File: src/rtl/oled_fb_streamer_if.sv
// Command channel between the framebuffer streamer and the SSD1331 driver:
// one set-pixel command at a time on a strobe/ready handshake.
interface oled_fb_streamer_if;
  logic [7:0]  x_dc;
  logic [7:0]  y_data;
  logic [15:0] rgb;
  logic        strobe;
  logic        setpixel_raw8tx;
  logic        ready;

  modport master (
    output x_dc,
    output y_data,
    output rgb,
    output strobe,
    output setpixel_raw8tx,
    input  ready
  );

  modport slave (
    input  x_dc,
    input  y_data,
    input  rgb,
    input  strobe,
    input  setpixel_raw8tx,
    output ready
  );
endinterface

File: src/rtl/oled_fb_streamer.sv
// Streams an RGB565 framebuffer to the SSD1331 driver in raster order, one
// set-pixel command per pixel: FETCH (RAM read) -> LOAD (capture) -> SEND.
module oled_fb_streamer #(
  parameter int WIDTH  = 96,
  parameter int HEIGHT = 64,
  parameter int ADDR_W = 13
) (
  input  logic                clk,
  input  logic                resetn,
  input  logic                enable,
  output logic                fb_rd_en,
  output logic [ADDR_W-1:0]   fb_addr,
  input  logic [15:0]         fb_data,
  oled_fb_streamer_if.master  drv,
  output logic                busy,
  output logic                frame_done,
  output logic [7:0]          frame_count
);

  if (WIDTH < 1 || WIDTH > 256 || HEIGHT < 1 || HEIGHT > 256 ||
      WIDTH * HEIGHT > (1 << ADDR_W)) begin : g_bad_geometry
    $error("oled_fb_streamer: geometry does not fit coordinates or address");
  end

  localparam logic [7:0]        X_LAST = 8'(WIDTH - 1);
  localparam logic [7:0]        Y_LAST = 8'(HEIGHT - 1);
  localparam logic [ADDR_W-1:0] A_LAST = ADDR_W'(WIDTH * HEIGHT - 1);

  typedef enum logic [1:0] {IDLE, FETCH, LOAD, SEND} state_t;

  state_t            state_q;
  state_t            state_d;

  logic [7:0]        x_p0;
  logic [7:0]        y_p0;
  logic [ADDR_W-1:0] addr_p0;
  logic [7:0]        x_dc_p1;
  logic [7:0]        y_data_p1;
  logic [15:0]       rgb_p1;
  logic              vld_p1;
  logic              frame_done_q;
  logic [7:0]        frame_count_q;

  logic              accept;
  logic              last_px;

  function automatic logic [7:0] step_coord(input logic [7:0] v,
                                            input logic [7:0] last);
    return (v == last) ? 8'd0 : v + 8'd1;
  endfunction

  function automatic logic [ADDR_W-1:0] step_addr(input logic [ADDR_W-1:0] v);
    return (v == A_LAST) ? '0 : v + 1'b1;
  endfunction

  assign accept  = vld_p1 && drv.ready;
  assign last_px = (x_p0 == X_LAST) && (y_p0 == Y_LAST);

  always_ff @(posedge clk or negedge resetn) begin
    if (!resetn) begin
      state_q <= IDLE;
    end else begin
      state_q <= state_d;
    end
  end

  // enable only matters when starting from IDLE and at the end of a frame,
  // so a mid-frame deassertion always lets the current frame finish.
  always_comb begin
    state_d = state_q;
    case (state_q)
      IDLE:    if (enable) state_d = FETCH;
      FETCH:   state_d = LOAD;
      LOAD:    state_d = SEND;
      SEND:    if (drv.ready) state_d = (last_px && !enable) ? IDLE : FETCH;
      default: state_d = IDLE;
    endcase
  end

  always_comb begin
    fb_rd_en = (state_q == FETCH);
    vld_p1   = (state_q == SEND);
    busy     = (state_q != IDLE);
  end

  // Stage 0: raster position and running RAM address of the pixel in flight
  always_ff @(posedge clk or negedge resetn) begin
    if (!resetn) begin
      x_p0    <= '0;
      y_p0    <= '0;
      addr_p0 <= '0;
    end else if (state_q == IDLE && enable) begin
      x_p0    <= '0;
      y_p0    <= '0;
      addr_p0 <= '0;
    end else if (accept) begin
      x_p0    <= step_coord(x_p0, X_LAST);
      addr_p0 <= step_addr(addr_p0);
      if (x_p0 == X_LAST) begin
        y_p0 <= step_coord(y_p0, Y_LAST);
      end
    end
  end

  // Stage 1: command register, held until the driver accepts it
  always_ff @(posedge clk or negedge resetn) begin
    if (!resetn) begin
      x_dc_p1   <= '0;
      y_data_p1 <= '0;
      rgb_p1    <= '0;
    end else if (state_q == LOAD) begin
      x_dc_p1   <= x_p0;
      y_data_p1 <= y_p0;
      rgb_p1    <= fb_data;
    end
  end

  always_ff @(posedge clk or negedge resetn) begin
    if (!resetn) begin
      frame_done_q  <= 1'b0;
      frame_count_q <= '0;
    end else begin
      frame_done_q <= accept && last_px;
      if (accept && last_px) begin
        frame_count_q <= frame_count_q + 8'd1;
      end
    end
  end

  assign fb_addr             = addr_p0;
  assign drv.x_dc            = x_dc_p1;
  assign drv.y_data          = y_data_p1;
  assign drv.rgb             = rgb_p1;
  assign drv.strobe          = vld_p1;
  assign drv.setpixel_raw8tx = 1'b0;
  assign frame_done          = frame_done_q;
  assign frame_count         = frame_count_q;

endmodule

File: src/flat_wrapper.sv
// flat-port wrapper written by rule: the top's interface ports become plain ports
module oled_fb_streamer_flat 
#(
  parameter int WIDTH  = 96,
  parameter int HEIGHT = 64,
  parameter int ADDR_W = 13
)
  (clk, resetn, enable, fb_rd_en, fb_addr, fb_data, busy, frame_done, frame_count, drv_x_dc, drv_y_data, drv_rgb, drv_strobe, drv_setpixel_raw8tx, drv_ready);
  oled_fb_streamer_if drv_i ();
  input  logic clk;
  input  logic resetn;
  input  logic enable;
  output logic fb_rd_en;
  output logic [ADDR_W-1:0] fb_addr;
  input  logic [15:0] fb_data;
  output logic busy;
  output logic frame_done;
  output logic [7:0] frame_count;
  output wire logic [$bits(drv_i.x_dc)-1:0] drv_x_dc;
  output wire logic [$bits(drv_i.y_data)-1:0] drv_y_data;
  output wire logic [$bits(drv_i.rgb)-1:0] drv_rgb;
  output wire logic [$bits(drv_i.strobe)-1:0] drv_strobe;
  output wire logic [$bits(drv_i.setpixel_raw8tx)-1:0] drv_setpixel_raw8tx;
  input wire logic [$bits(drv_i.ready)-1:0] drv_ready;
  assign drv_x_dc = drv_i.x_dc;
  assign drv_y_data = drv_i.y_data;
  assign drv_rgb = drv_i.rgb;
  assign drv_strobe = drv_i.strobe;
  assign drv_setpixel_raw8tx = drv_i.setpixel_raw8tx;
  assign drv_i.ready = drv_ready;
  oled_fb_streamer #(.WIDTH(WIDTH), .HEIGHT(HEIGHT), .ADDR_W(ADDR_W)) u_core (.clk(clk), .resetn(resetn), .enable(enable), .fb_rd_en(fb_rd_en), .fb_addr(fb_addr), .fb_data(fb_data), .drv(drv_i), .busy(busy), .frame_done(frame_done), .frame_count(frame_count));
endmodule
File: config.mk
export PLATFORM = sky130hd
export DESIGN_NAME = oled_fb_streamer_flat
export DESIGN_NICKNAME = d
export VERILOG_FILES = /design/src/rtl/oled_fb_streamer_if.sv /design/src/rtl/oled_fb_streamer.sv /design/src/flat_wrapper.sv
export SDC_FILE = /design/constraint.sdc
export NUM_CORES = 1
export LEC_CHECK = 0
export ABC_AREA = 1
export BUFFER_PORTS_ARGS = -buffer_cell sky130_fd_sc_hd__buf_2
export CORE_MARGIN = 4
export CORE_UTILIZATION = 45
export DETAILED_ROUTE_END_ITERATION = 8
export PLACE_DENSITY_LB_ADDON = 0.12
export SKIP_LAST_GASP = 1
export SYNTH_ARGS = -nofsm -noshare
export SYNTH_HDL_FRONTEND = slang
export SYNTH_SLANG_ARGS = --single-unit
export TNS_END_PERCENT = 50
File: constraint.sdc
create_clock -name clk -period 2 [get_ports clk]
set_input_delay 0.1 -clock clk [delete_from_list [all_inputs] [get_ports clk]]
set_output_delay 0.1 -clock clk [all_outputs]
set_load 0.005 [all_outputs]
Word-level counts from Yosys, hierarchy flattened
Index checks and enable logic that the tools add are counted.
Storage, ports and cells
  output and inout bits: 58
  bits in registers: 72
  word-level logic and storage cells: 47
  bits of input ports: 20
Cells by class
  mux-type cells: 14
  add/subtract/negate cells: 4
  equality and inequality tests: 8
  reductions and logical operators: 12
Operators by type and width (number)
  $mux W8: 7
  $mux W13: 3
  $add A8 B1 Y8 const B: 3
  $add A13 B1 Y13 const B: 1
  $eq A13 B13 Y1 const B: 1
  $eq A8 B6 Y1 const B: 1
  $eq A8 B7 Y1 const B: 1
  $pmux W2 S4: 1
  $reduce_bool A2 Y1: 3
  $logic_and A1 B1 Y1: 5
  $eq A2 B2 Y1 const B: 2
  $mux W2: 2
  $ne A2 B2 Y1 const B: 2
  $reduce_and A2 Y1: 2
  $eq A2 B1 Y1 const B: 1
  $logic_not A2 Y1: 1
  $logic_not A1 Y1: 1
  $mux W1: 1

Depth between registers and ports, before layout
  depth in word-level cells: 6
  depth in mapped cells: 10

Worst setup path before layout
No wires, ideal clock.
  path type: reg2reg
  start point: register u_core.state_q[0]
  end point: register u_core.rgb_p1[9] (netlist: u_core.drv.rgb[9])
  path slack: 0.520 ns
  data arrival time: 1.355 ns
  stages on the path, launching flop included: 6
  buffers on the path: 2
  data required time: 1.875 ns
  path through: dfrtp_1 > inv_1 > ha_1 > clkbuf_1 > buf_2 > mux2_2
On the way
  cells in the longest elaborated chain, start to end: 1
RTL lines
  start: declaration: line oled_fb_streamer.sv:31  | state_t state_q;
  start signal: assignment: line oled_fb_streamer.sv:63  | state_q <= state_d;
  $eq A2 B2 Y1: line oled_fb_streamer.sv:111  | end else if (state_q == LOAD) begin
  end signal: assignment: line oled_fb_streamer.sv:114  | rgb_p1 <= fb_data;
  end: declaration: line oled_fb_streamer.sv:39  | logic [15:0] rgb_p1;
No other way between the ends.
A chain may end at the register's enable or synchronous reset.

Worst setup path after layout
  start point: register u_core.state_q[0]
  end point: register u_core.addr_p0[12] (netlist: u_core.fb_addr[12])
On the way
  cells in the longest elaborated chain, start to end: 3
  elaborated cells on any way between the ends: 6
RTL lines
  $eq A2 B2 Y1 / $logic_not A2 Y1 (equally long branches): line oled_fb_streamer.sv:82, oled_fb_streamer.sv:92
  $logic_and A1 B1 Y1, on equally long branches: line oled_fb_streamer.sv:56, oled_fb_streamer.sv:92
  $reduce_bool A2 Y1 (no source line) / $mux W13 (equally long branches)
  end signal: assignment: line oled_fb_streamer.sv:98  | addr_p0 <= step_addr(addr_p0);
  end: declaration: line oled_fb_streamer.sv:36  | logic [ADDR_W-1:0] addr_p0;
Several ways; a longest one is shown, not always the timed one.

==> metrics.md <==
| Metric | Value |
|---|---|
| Kind of end point of the critical path | `flop` |
| Layout cells sized above 1 | `0.272` |
| Most frequent cells in the layout | `buf_2 (76), nand2_1 (74), dfrtp_1 (72)` |
| Flop pwr share | `0.408` |
| Syn Inst Count | `378` |
| Sw frac | `0.327` |
| F_max | `584 MHz` |
| Post-CTS Resized | `0` |
| HPWL Detailed | `5.12 mm` |
| Commonest non-fill, non-tap cell in the layout | `buf_2` |
| DR vias | `2817` |
| Total negative slack | `0 ps` |
| R2r endpoint | `u_core.fb_addr[12]` |
| Final hold vios | `0` |
| 1st-iter DRT viols | `around 140` |
| Worst hold slack | `approximately 150 ps` |
| TritonRoute pass-1 iters | `4` |
| Die outline width | `96.0 um` |
| Syn nets | `407` |
| Antenna fix cells | `0` |
| Global-route wire length before repair | `12.8 mm` |
| Worst Setup EP | `u_core.fb_addr[12]` |
| Register bit total from synthesis | `72` |
| DR WL/cell | `12.9 um` |
| Worst-skew pair later-pin latency | `roughly 340 ps` |
| Synthesis Warnings | `0` |
| RSZ-0062 raised after global routing | `no` |
| Max rail drop VDD | `0.743 mV` |
| Vias in the first global route | `about 2900` |
| Placed Cells | `approximately 550` |
| Startpoint types | `flop` |
| Psw | `1.70 mW` |
| R2R setup slack | `~290 ps` |
| Post-DRT Antenna Nets | `0` |
| Placer Congestion | `0.803` |
| Worst setup path class | `reg2reg` |
| Chip height | `96.0 um` |
| # setup viols final | `0` |
| DRC Markers | `0` |
| Worst R2R Start | `u_core.state_q[0]` |
| I/O Pins | `78` |
| Row count | `31` |
| Worst Path Required | `2280 ps` |
| Post-synthesis cell area | `0.00349 mm^2` |
| H-tree depth | `3` |
| Outcome | `finished, final reports clean` |
| Largest net degree at the start of global routing | `73` |
| Area leader, netlist | `dfrtp_1` |
| CTS tree | `built` |
| Full die area | `0.00922 mm^2` |
| Port Buffer Count | `76` |
| Int Pwr | `3.50 mW` |
| Bufs on Longest Clock Path | `2` |
| Post-synthesis sequential area ratio | `0.517` |
| Leading post-synthesis cells by cell area | `dfrtp_1 (52%), nand2_1 (8.0%), nor2_1 (5.0%), mux2_1 (4.2%), inv_1 (3.6%)` |
| Post-DP Area | `0.00400 mm^2` |
| Routed wire length | `7.48 mm` |
| Final Cell Area | `around 0.0044 mm^2` |
| Max-slew violation count | `0` |
| Clk sink count | `72` |
| Core area | `0.00741 mm^2` |
| Setup crit start | `u_core.state_q[0]` |
| Initial antenna violation count | `0` |
| Logic pwr share | `0.318` |
| Global route overflow | `0` |
| Leakage | `2.21 nW` |
| Power density over the cells | `1180 mW/mm^2` |
| Min Tclk post-route | `1710 ps` |
| Count of non-filler cells in the finished layout | `581` |
| Postcts setup bufs | `0` |
| Worst R2R Path Depth | `10` |
| Layout Nets | `506` |
| Max-Cap Viols | `0` |
| Initial core utilization | `0.471` |
| Fin Clk Skew | `6.65 ps` |
| Critical Path Fanout Max | `12` |
| Avg Vias per Cell | `4.85` |
| Synth top area share | `0.517` |
| Tcrit/Tclk final | `0.857` |
| Clock slew at reported path FFs | `80 ps` |
| CTS buffer count | `9` |
| Layout area overhead | `26.8%` |
| Clock root buffer | `clkbuf_8` |
| Syn avg cell area | `around 9.2 um^2` |
| Clk pwr share | `0.274` |
| Hold crit path type | `in2reg` |
| Hold path depth | `4` |
| GRT Overall Usage | `0.178` |
| Synth unique cells | `34` |
| Crit path DAT | `between 1500 and 2000 ps` |
-- repair_timing --
action	4_1_cts	5_1_grt
setup endpoints to repair	0	0
hold buffers	17	0
endpoints found under the hold margin	88	0
-- metal layers --
layer	GRT usage	vias up	part of all wire
li1	-	1420	-
met1	0.233	1313	0.48
met2	0.286	78	0.45
met3	0.0469	6	0.056
met4	0.0640	0	0.0094
met5	0	-	0
-- sequential cells by signal, indices dropped and copies added, names as in the netlist --
name,flops
u_core.drv.rgb,16
u_core.drv.x_dc,8
u_core.drv.y_data,8
u_core.fb_addr,13
u_core.frame_count,8
u_core.frame_done,1
u_core.state_q,2
u_core.x_p0,8
u_core.y_p0,8
-- cells by family (layout without fill, tap and decap cells) --
group / count (synthesis) / in the layout / share of synthesized area
other cells: 1 / 1 / 0.00108
mux: 23 / 23 / 0.0743
simple gates: 166 / 166 / 0.215
buf+inv: 52 / 156 / 0.0617
compound gates: 42 / 42 / 0.0664
fa+ha+maj: 9 / 9 / 0.0323
xor+xnor: 13 / 13 / 0.0327
flops: 72 / 72 / 0.517
-- cell usage after synthesis --
master / count
inv_2: 8
nor2_1: 46
inv_4: 1
a21oi_1: 17
clkinv_4: 1
clkbuf_1: 2
or2_2: 1
inv_1: 33
nor2_8: 1
nor2_4: 2
o21bai_1: 1
o21ai_1: 12
nand2_4: 1
o21ai_2: 4
nand2_1: 74
nor3_1: 4
buf_2: 4
o21ai_0: 6
o22ai_1: 1
nand4_1: 11
clkinv_1: 1
ha_1: 9
xnor2_1: 5
mux2_2: 10
conb_1: 1
o21a_1: 1
nand3_4: 1
nor2_2: 1
buf_4: 2
nand2_2: 4
nand3_1: 20
dfrtp_1: 72
xor2_1: 8
mux2_1: 13
-- power by group through the flow --
stage	Clock, mW	Combinational [mW]	Sequential (mW)
final	1.43	1.66	2.12
after global routing	1.53	1.93	2.17
after CTS	1.47	1.68	2.11
after detailed placement	0	1.65	2.14
after global placement	0	1.62	2.12
after floorplan	0	0.960	2.16
-- how the worst min path moves through the flow --
stage / startpoint / end / slack [ps]
after floorplan: resetn / u_core.drv.rgb[0] / -200
after global placement: resetn / u_core.drv.rgb[5] / 160
after detailed placement: resetn / u_core.drv.rgb[5] / 160
after CTS: drv_ready / u_core.state_q[1] / 130
after global routing: drv_ready / u_core.state_q[1] / 190
final: drv_ready / u_core.state_q[1] / 150
-- stage by stage --
| stage | util | total power [mW] | worst slack, ps |
|---|---|---|---|
| 6_report | 0.597 | 5.20 | 286 |
| 5_1_grt | 0.597 | 5.63 | 102 |
| 4_1_cts | 0.597 | 5.27 | 284 |
| 3_5_place_dp | 0.540 | 3.79 | 297 |
| 3_3_place_gp | 0.540 | 3.75 | 367 |
| 2_1_floorplan | - | 3.12 | 520 |
-- critical path, cell delays in order, from the launching register on --
cell and delay, ps:
dfrtp_1 430, inv_1 130, ha_1 190, nand2_2 70, nand2_2 200, inv_2 160, nor2_4 180, nand2_1 70
nor2_1 90, nor2_1 50, nor2_1 90
-- layout make-up --
type                    count  area, um^2
clock buffers              10         138
clock inverters             6         115
fillers                   629        2990
inverters                  44         173
multi-input cells         254        1470
flip-flops and latches     72        1800
well taps                  99         124
repair buffers             96         598
(Power assumes the default switching activity.)
